--- config.mk ---
export PLATFORM = sky130hd
export DESIGN_NAME = button_press_decoder
export DESIGN_NICKNAME = d
export VERILOG_FILES = /design/src/rtl/button_press_decoder_pkg.sv /design/src/rtl/button_sync_debounce.sv /design/src/rtl/button_press_decoder.sv
export SDC_FILE = /design/constraint.sdc
export NUM_CORES = 1
export LEC_CHECK = 0
export BUFFER_PORTS_ARGS = -buffer_cell sky130_fd_sc_hd__buf_2
export CORE_ASPECT_RATIO = 1.4
export CORE_MARGIN = 2
export CORE_UTILIZATION = 55
export DETAILED_ROUTE_END_ITERATION = 10
export MAX_ROUTING_LAYER = met4
export PLACE_DENSITY = 0.71
export SYNTH_ARGS = -nofsm -noshare
export SYNTH_HDL_FRONTEND = slang
export SYNTH_HIERARCHICAL = 1
export SYNTH_SLANG_ARGS = --single-unit
--- constraint.sdc ---
create_clock -name clock -period 2.25 [get_ports clock]
set_input_delay 0.5625 -clock clock [delete_from_list [all_inputs] [get_ports clock]]
set_output_delay 0.5625 -clock clock [all_outputs]
set_load 0.02 [all_outputs]
--- src/rtl/button_press_decoder_pkg.sv ---
// Shared definitions for the pushbutton decoder: FSM encoding and
// millisecond-to-cycle conversion helpers.
package button_pkg;

    typedef enum logic [1:0] {
        IDLE    = 2'd0,
        PRESSED = 2'd1,
        HELD    = 2'd2
    } btn_state_t;

    // Cycle count for a time interval, never less than one cycle.
    function automatic int ms_to_cycles(input int clock_speed, input int ms);
        int c;
        c = clock_speed / 1000 * ms;
        return (c < 1) ? 1 : c;
    endfunction

    // Repeat interval variant: zero is meaningful (repeat disabled).
    function automatic int ms_to_cycles_rep(input int clock_speed, input int ms);
        int c;
        c = clock_speed / 1000 * ms;
        return (c < 0) ? 0 : c;
    endfunction

endpackage

--- src/rtl/button_sync_debounce.sv ---
// Two-flop synchroniser plus stability-counter debouncer for an
// active-low pushbutton pin. Output is 1 while the button is held.
module button_sync_debounce #(
    parameter int DEB_CYC = 1
) (
    input  logic clock,
    input  logic reset_n,
    input  logic button_n,
    output logic pressed
);

    localparam int DW = (DEB_CYC > 1) ? $clog2(DEB_CYC) : 1;
    localparam logic [DW-1:0] DEB_LAST = DW'(DEB_CYC - 1);

    logic          r_s1;
    logic          r_s2;
    logic          r_pressed;
    logic [DW-1:0] r_cnt;
    logic          w_sync;

    // Synchroniser resets to "released" so a held pin looks like a fresh press.
    always_ff @(posedge clock) begin
        if (!reset_n) begin
            r_s1 <= 1'b1;
            r_s2 <= 1'b1;
        end else begin
            r_s1 <= button_n;
            r_s2 <= r_s1;
        end
    end

    assign w_sync = ~r_s2;

    // Count cycles of disagreement; toggle only after DEB_CYC in a row.
    always_ff @(posedge clock) begin
        if (!reset_n) begin
            r_cnt     <= '0;
            r_pressed <= 1'b0;
        end else if (w_sync == r_pressed) begin
            r_cnt <= '0;
        end else if (r_cnt == DEB_LAST) begin
            r_pressed <= ~r_pressed;
            r_cnt     <= '0;
        end else begin
            r_cnt <= r_cnt + DW'(1);
        end
    end

    assign pressed = r_pressed;

endmodule

--- src/rtl/button_press_decoder.sv ---
// Pushbutton decoder: debounced level plus short / long / auto-repeat
// press events as registered single-cycle pulses.
module button_press_decoder
    import button_pkg::*;
#(
    parameter int clock_speed = 25000000,
    parameter int debounce_ms = 20,
    parameter int long_ms     = 1000,
    parameter int repeat_ms   = 200
) (
    input  logic clock,
    input  logic reset_n,
    input  logic button_n,
    output logic pressed,
    output logic press_short,
    output logic press_long,
    output logic press_repeat,
    output logic held_long
);

    localparam int DEB_CYC  = ms_to_cycles(clock_speed, debounce_ms);
    localparam int LONG_CYC = ms_to_cycles(clock_speed, long_ms);
    localparam int REP_CYC  = ms_to_cycles_rep(clock_speed, repeat_ms);

    localparam int HW = (LONG_CYC > 1) ? $clog2(LONG_CYC) : 1;
    localparam int RW = (REP_CYC > 1) ? $clog2(REP_CYC) : 1;

    // The hold counter starts at 0 on the first PRESSED cycle, so the long
    // threshold is hit on the edge that would take it to LONG_CYC-1.
    localparam bit            LONG_IMM  = (LONG_CYC < 2);
    localparam logic [HW-1:0] LONG_PRE  = HW'((LONG_CYC >= 2) ? LONG_CYC - 2 : 0);
    localparam bit            REP_EN    = (REP_CYC > 0);
    localparam logic [RW-1:0] REP_LAST  = RW'((REP_CYC > 0) ? REP_CYC - 1 : 0);

    logic          w_pressed;
    btn_state_t    r_state;
    btn_state_t    w_state_nxt;
    logic [HW-1:0] r_hold;
    logic [HW-1:0] w_hold_nxt;
    logic [RW-1:0] r_rep;
    logic [RW-1:0] w_rep_nxt;
    logic          r_short;
    logic          r_long;
    logic          r_repeat;
    logic          r_held_long;
    logic          w_short_nxt;
    logic          w_long_nxt;
    logic          w_repeat_nxt;
    logic          w_held_nxt;
    logic          w_long_hit;

    button_sync_debounce #(
        .DEB_CYC (DEB_CYC)
    ) u_sync_debounce (
        .clock    (clock),
        .reset_n  (reset_n),
        .button_n (button_n),
        .pressed  (w_pressed)
    );

    assign w_long_hit = LONG_IMM || (r_hold == LONG_PRE);

    // Next-state and next-output logic; long threshold beats release.
    always_comb begin
        w_state_nxt  = r_state;
        w_hold_nxt   = r_hold;
        w_rep_nxt    = r_rep;
        w_short_nxt  = 1'b0;
        w_long_nxt   = 1'b0;
        w_repeat_nxt = 1'b0;
        w_held_nxt   = r_held_long;
        case (r_state)
            IDLE: begin
                w_hold_nxt = '0;
                w_rep_nxt  = '0;
                w_held_nxt = 1'b0;
                if (w_pressed) w_state_nxt = PRESSED;
            end
            PRESSED: begin
                if (w_long_hit) begin
                    w_long_nxt  = 1'b1;
                    w_held_nxt  = 1'b1;
                    w_rep_nxt   = '0;
                    w_state_nxt = HELD;
                end else if (!w_pressed) begin
                    w_short_nxt = 1'b1;
                    w_state_nxt = IDLE;
                end else begin
                    w_hold_nxt = r_hold + HW'(1);
                end
            end
            HELD: begin
                if (!w_pressed) begin
                    w_held_nxt  = 1'b0;
                    w_state_nxt = IDLE;
                end else if (REP_EN) begin
                    if (r_rep == REP_LAST) begin
                        w_repeat_nxt = 1'b1;
                        w_rep_nxt    = '0;
                    end else begin
                        w_rep_nxt = r_rep + RW'(1);
                    end
                end
            end
            default: begin
                w_state_nxt = IDLE;
                w_held_nxt  = 1'b0;
            end
        endcase
    end

    // State, counters and registered pulse outputs.
    always_ff @(posedge clock) begin
        if (!reset_n) begin
            r_state     <= IDLE;
            r_hold      <= '0;
            r_rep       <= '0;
            r_short     <= 1'b0;
            r_long      <= 1'b0;
            r_repeat    <= 1'b0;
            r_held_long <= 1'b0;
        end else begin
            r_state     <= w_state_nxt;
            r_hold      <= w_hold_nxt;
            r_rep       <= w_rep_nxt;
            r_short     <= w_short_nxt;
            r_long      <= w_long_nxt;
            r_repeat    <= w_repeat_nxt;
            r_held_long <= w_held_nxt;
        end
    end

    assign pressed      = w_pressed;
    assign press_short  = r_short;
    assign press_long   = r_long;
    assign press_repeat = r_repeat;
    assign held_long    = r_held_long;

endmodule

### After elaboration in Yosys (flattened, before gate mapping)

Index checks and enable logic that the tools add are counted.

| cells by class | value |
|---|---|
| equal/unequal tests | 12 |
| bitwise operators | 5 |
| multiplexer cells | 17 |
| reductions and logical operators | 11 |
| $add $sub $neg | 3 |

Operators by type and width:

| kind | count |
|---|---|
| $mux 23 | 3 |
| $pmux 23 s3 | 1 |
| $mux 25 | 2 |
| $pmux 25 s2 | 1 |
| $add 25x1->25 const B | 1 |
| $eq 25x25->1 const B | 1 |
| $add 23x1->23 const B | 1 |
| $eq 23x23->1 const B | 1 |
| $add 19x1->19 const B | 1 |
| $eq 19x19->1 const B | 1 |
| $reduce_and 3->1 | 3 |
| $mux 2 | 3 |
| $ne 2x1->1 const B | 3 |
| $ne 2x2->1 const B | 3 |
| $pmux 2 s3 | 1 |
| $reduce_and 2->1 | 3 |
| $reduce_or 3->1 | 2 |
| $mux 1 | 5 |
| $not 1->1 | 5 |
| $reduce_bool 3->1 | 1 |
| $eq 2x1->1 const B | 1 |
| $eq 2x2->1 const B | 1 |
| $logic_not 2->1 | 1 |
| $pmux 1 s2 | 1 |
| other kinds (2) | 2 |

| storage, ports and cells | value |
|---|---|
| output and inout bits | 5 |
| logic and storage cells | 59 |
| register bits | 76 |
| input bits | 3 |

### Depth between registers and ports, before layout

| logic depth | value |
|---|---|
| depth after elaboration | 4 |
| mapped depth | 8 |
| mapped depth without buffers | 7 |

### Cells and area by module

Netlist, hierarchy kept.

By module, submodules not included:

| module | times used | cells an instance | area each (um^2) | seq. area each (um^2) |
|---|---|---|---|---|
| button_press_decoder | 1 | 358 | 2,966.6 | 1,081.0 |
| button_sync_debounce | 1 | 109 | 974.7 | 440.4 |

### Worst setup path before layout

No wires, ideal clock.

| path | value |
|---|---|
| path type | register to register |
| from | register r_rep[0] |
| to | register r_rep[5] |
| clock period less this slack | 2,095 ps |
| path slack | 155 ps |
| data arrival time | 1,965 ps |
| stages on the path, launching flop included | 9 |
| required time | 2,120 ps |
| library setup time | 130 ps |
| cell sequence | dfxtp_1 > ha_1 > buf_6 > inv_1 > or4b_1 > o41a_1 > o21ai_4 > clkbuf_8 > a21oi_1 |

| between the ends | value |
|---|---|
| cells in the longest elaborated chain, start to end | 4 |
| elaborated cells between the ends (all ways) | 5 |
| classes of those cells | 1 x add/sub; 1 x eq/ne; 3 x mux |

RTL lines:

| what | RTL line | source |
|---|---|---|
| start: declaration | button_press_decoder.sv:40 | `logic [RW-1:0] r_rep;` |
| start signal: assignment | button_press_decoder.sv:125 | `r_rep <= w_rep_nxt;` |
| $add 23x1->23 / $eq 23x23->1 (equally long branches) | button_press_decoder.sv:101, button_press_decoder.sv:97 |  |
| $mux 23 (*) | button_press_decoder.sv:97 | `if (r_rep == REP_LAST) begin` |
| $mux 23 (*) | button_press_decoder.sv:93 | `if (!w_pressed) begin` |
| $pmux 23 s3 (*) | button_press_decoder.sv:72 | `case (r_state)` |

Mark *: on every way between the ends. The rest lies on a longest branch, timed or not. The select of a mux whose other input is x is not followed.
A chain may end at the register's enable or synchronous reset.

### Worst setup path after layout

| path | value |
|---|---|
| from | register r_rep[0] |
| to | register r_rep[12] |

Same word-level chain as after synthesis.

==> impl_metrics.ini <==
[status]
outcome = completed

[cells_and_area]
diodes = 0
drive_gt1_frac = 0.110
area_delta_synth_final_pct = 9.17
final_nets = 482
design_area_um2 = 4300
finish.utilization = 0.620

[timing]
clock.fmax_mhz = 475
final_max_slew_viol_count = 0
fin_crit_ps = 2100
slew_headroom = 0.663
finClkSkew_ps = 9.76
setup_violations = 0
hold_viol_final = 0
tns_ps = 0
rsz0062_at_grt = false
period_share = 0.935
tightest_slew_ps = 505

[yosys]
netlist_top_cells_area = dfxtp_1 39%, nor2_1 4.7%, xnor2_1 4.7%
synth-edff-count = 0
synth_area_per_cell_um2 = 8.44
synthCells = 467
yosysMostFrequentCell = dfxtp_1
synth_cell_types = 57
async_reset_ff_frac = 0
synth_top_area_share = 0.386
synth_top_cell_by_area = dfxtp_1
synth_nets = 474
yosys-top-cells-count = 76 x dfxtp_1, 49 x nor2_1, 36 x a21oi_1
synthFlopType = dfxtp_1
ys_ff_latch = 76
ys_seq_area_frac = 0.386
netlist_area_um2 = 3940
yosys_warnings = 6

[worst_setup_path]
critical_path.endpoint_type = flop
critPathLaunchType = flop
worstPathArrival_ps = 2340
critical_path_class = reg2reg
path_max_fanout = 17
worst_ep_required_time_ps = 2490

[floorplan]
dieWidth_um = 75.5
ioPinCount = 8
core_um2 = 6940
placementRows = 36
die-area_um2 = 7870
die_h_um = 104
start_util = 0.568

[global_routing]
grt.overflow.total = 0
grt_pass1_wl_um = 14400
grt_max_degree = 45
grt_pass1_vias = 3192
grt_usage = 0.235
antenna_found_initial = 0

[route]
num_vias = 3483
post-route-drc-count = 0
first_iter_violations = 228
via_per_inst = 6.06
wl_per_cell_um = 14.7
wirelength_um = 8450
ant_nets = 0
drtPass1Iterations = 5

[power]
vdd_drop_max_mv = 0.362
p_per_area_nw_per_um2 = 585
power_leakage_uw = 0.00127

[cts]
clock_latency_ps = 360
cts_buffer_depth = 2
cts_tree = yes
cts_sinks = 76
clkTransAtPathRegs_ps = 80
htreeDepth = 3
postCtsSetupBuffers = 0
root_buffer = clkbuf_8
numCtsBuffers = 9

[placement]
placed_area_um2 = 4080
routabilityCongestion = 0.924
dpl.hpwl_um = 5840
portBuffers = 7

[hold_path]
hold_class = in2reg

[flow_run]
max-cap-violations = 0
-- metrics by stage --
stage | instances | hold WS, ps | total power, uW | setup slack [ps]
final | 575 | 401 | 2520 | 146
after detailed placement | 559 | 392 | 1390 | 125
after floorplan | 467 | 386 | 1390 | 155
after CTS | 575 | 388 | 2560 | 117
after global routing | 575 | 397 | 2610 | 27.9
after global placement | 559 | 393 | 1390 | 190
-- repair_timing --
item / CTS / global route
hold buffers: 0 / 0
endpoints found under the setup margin: 0 / 10
gates resized for setup: 0 / 1
-- power breakdown --
part,switching [uW],total (uW),internal (uW),leakage (uW)
Sequential,1.38,1350,1350,0.000612
Clock,504,1160,654,0.000113
Combinational,8.22,12.8,4.57,0.000545
-- critical path, cell delays in order (launching register included) --
cell,delay (ps)
dfxtp_1,400
ha_1,190
inv_1,90
or4b_1,490
o41a_1,410
o21ai_4,140
buf_6,200
a21oi_1,60
-- cell type report --
type                       instances  area [um^2]
clock buffer                      10          138
inverter                          12         45.0
multi-input combinational        356         2240
clock inverter                     6         86.3
tap                               95          119
timing repair buffer              20          149
fill                             655         2630
sequential                        76         1520
-- state kept, by name, indices dropped and copies added, names as in the netlist --
name and cells:
r_hold 25, press_short 1, u_sync_debounce/r_s1 1, u_sync_debounce/pressed 1, r_rep 23, held_long 1
press_long 1, u_sync_debounce/r_s2 1, u_sync_debounce/r_cnt 19, press_repeat 1, r_state 2
-- routing by layer --
layer	track usage	part of all wire
met1	0.301	0.45
met2	0.356	0.49
met3	0.0533	0.038
met4	0.0940	0.024
met5	-	0
-- placed cells by master (no fill, tap or decap), types with 3 or more instances in the layout --
master	n
o21ai_0	12
xor2_1	7
nor3_1	13
mux2i_1	3
nand4_1	22
a21oi_1	35
nor2_1	49
buf_4	11
and2_1	3
and4_1	7
or3_1	11
ha_1	4
or4_1	21
dfxtp_1	76
clkbuf_8	10
nand3_1	28
and3_1	5
o31ai_1	21
nor2b_1	3
buf_2	7
nor4_1	13
nor3b_1	3
nand2b_1	3
xnor2_1	21
nand2_1	34
inv_1	12
-- logic make-up (layout without fill, tap and decap cells) --
group,count (synthesis),after routing,synth area share
xor gates and xnor gates,28,28,0.0622
adders and majority gates,4,4,0.0127
muxes,3,3,0.00762
and+or+nand+nor,238,238,0.352
buffers and inverters,35,48,0.0454
DFF,76,76,0.386
AOI/OAI and AO/OA,83,83,0.134
-- final timing paths --
path,start,endpoint,slack (ps),cells past startpoint
min,button_n,u_sync_debounce/r_s1$_SDFF_PN1_,400,2
max reg2reg,r_rep[0]$_SDFFE_PN0P_,r_rep[12]$_SDFFE_PN0P_,150,7
max,r_rep[0]$_SDFFE_PN0P_,r_rep[12]$_SDFFE_PN0P_,150,7
min reg2reg,u_sync_debounce/r_s1$_SDFF_PN1_,u_sync_debounce/r_s2$_SDFF_PN1_,410,1
Power figures use the tool's default switching activity.
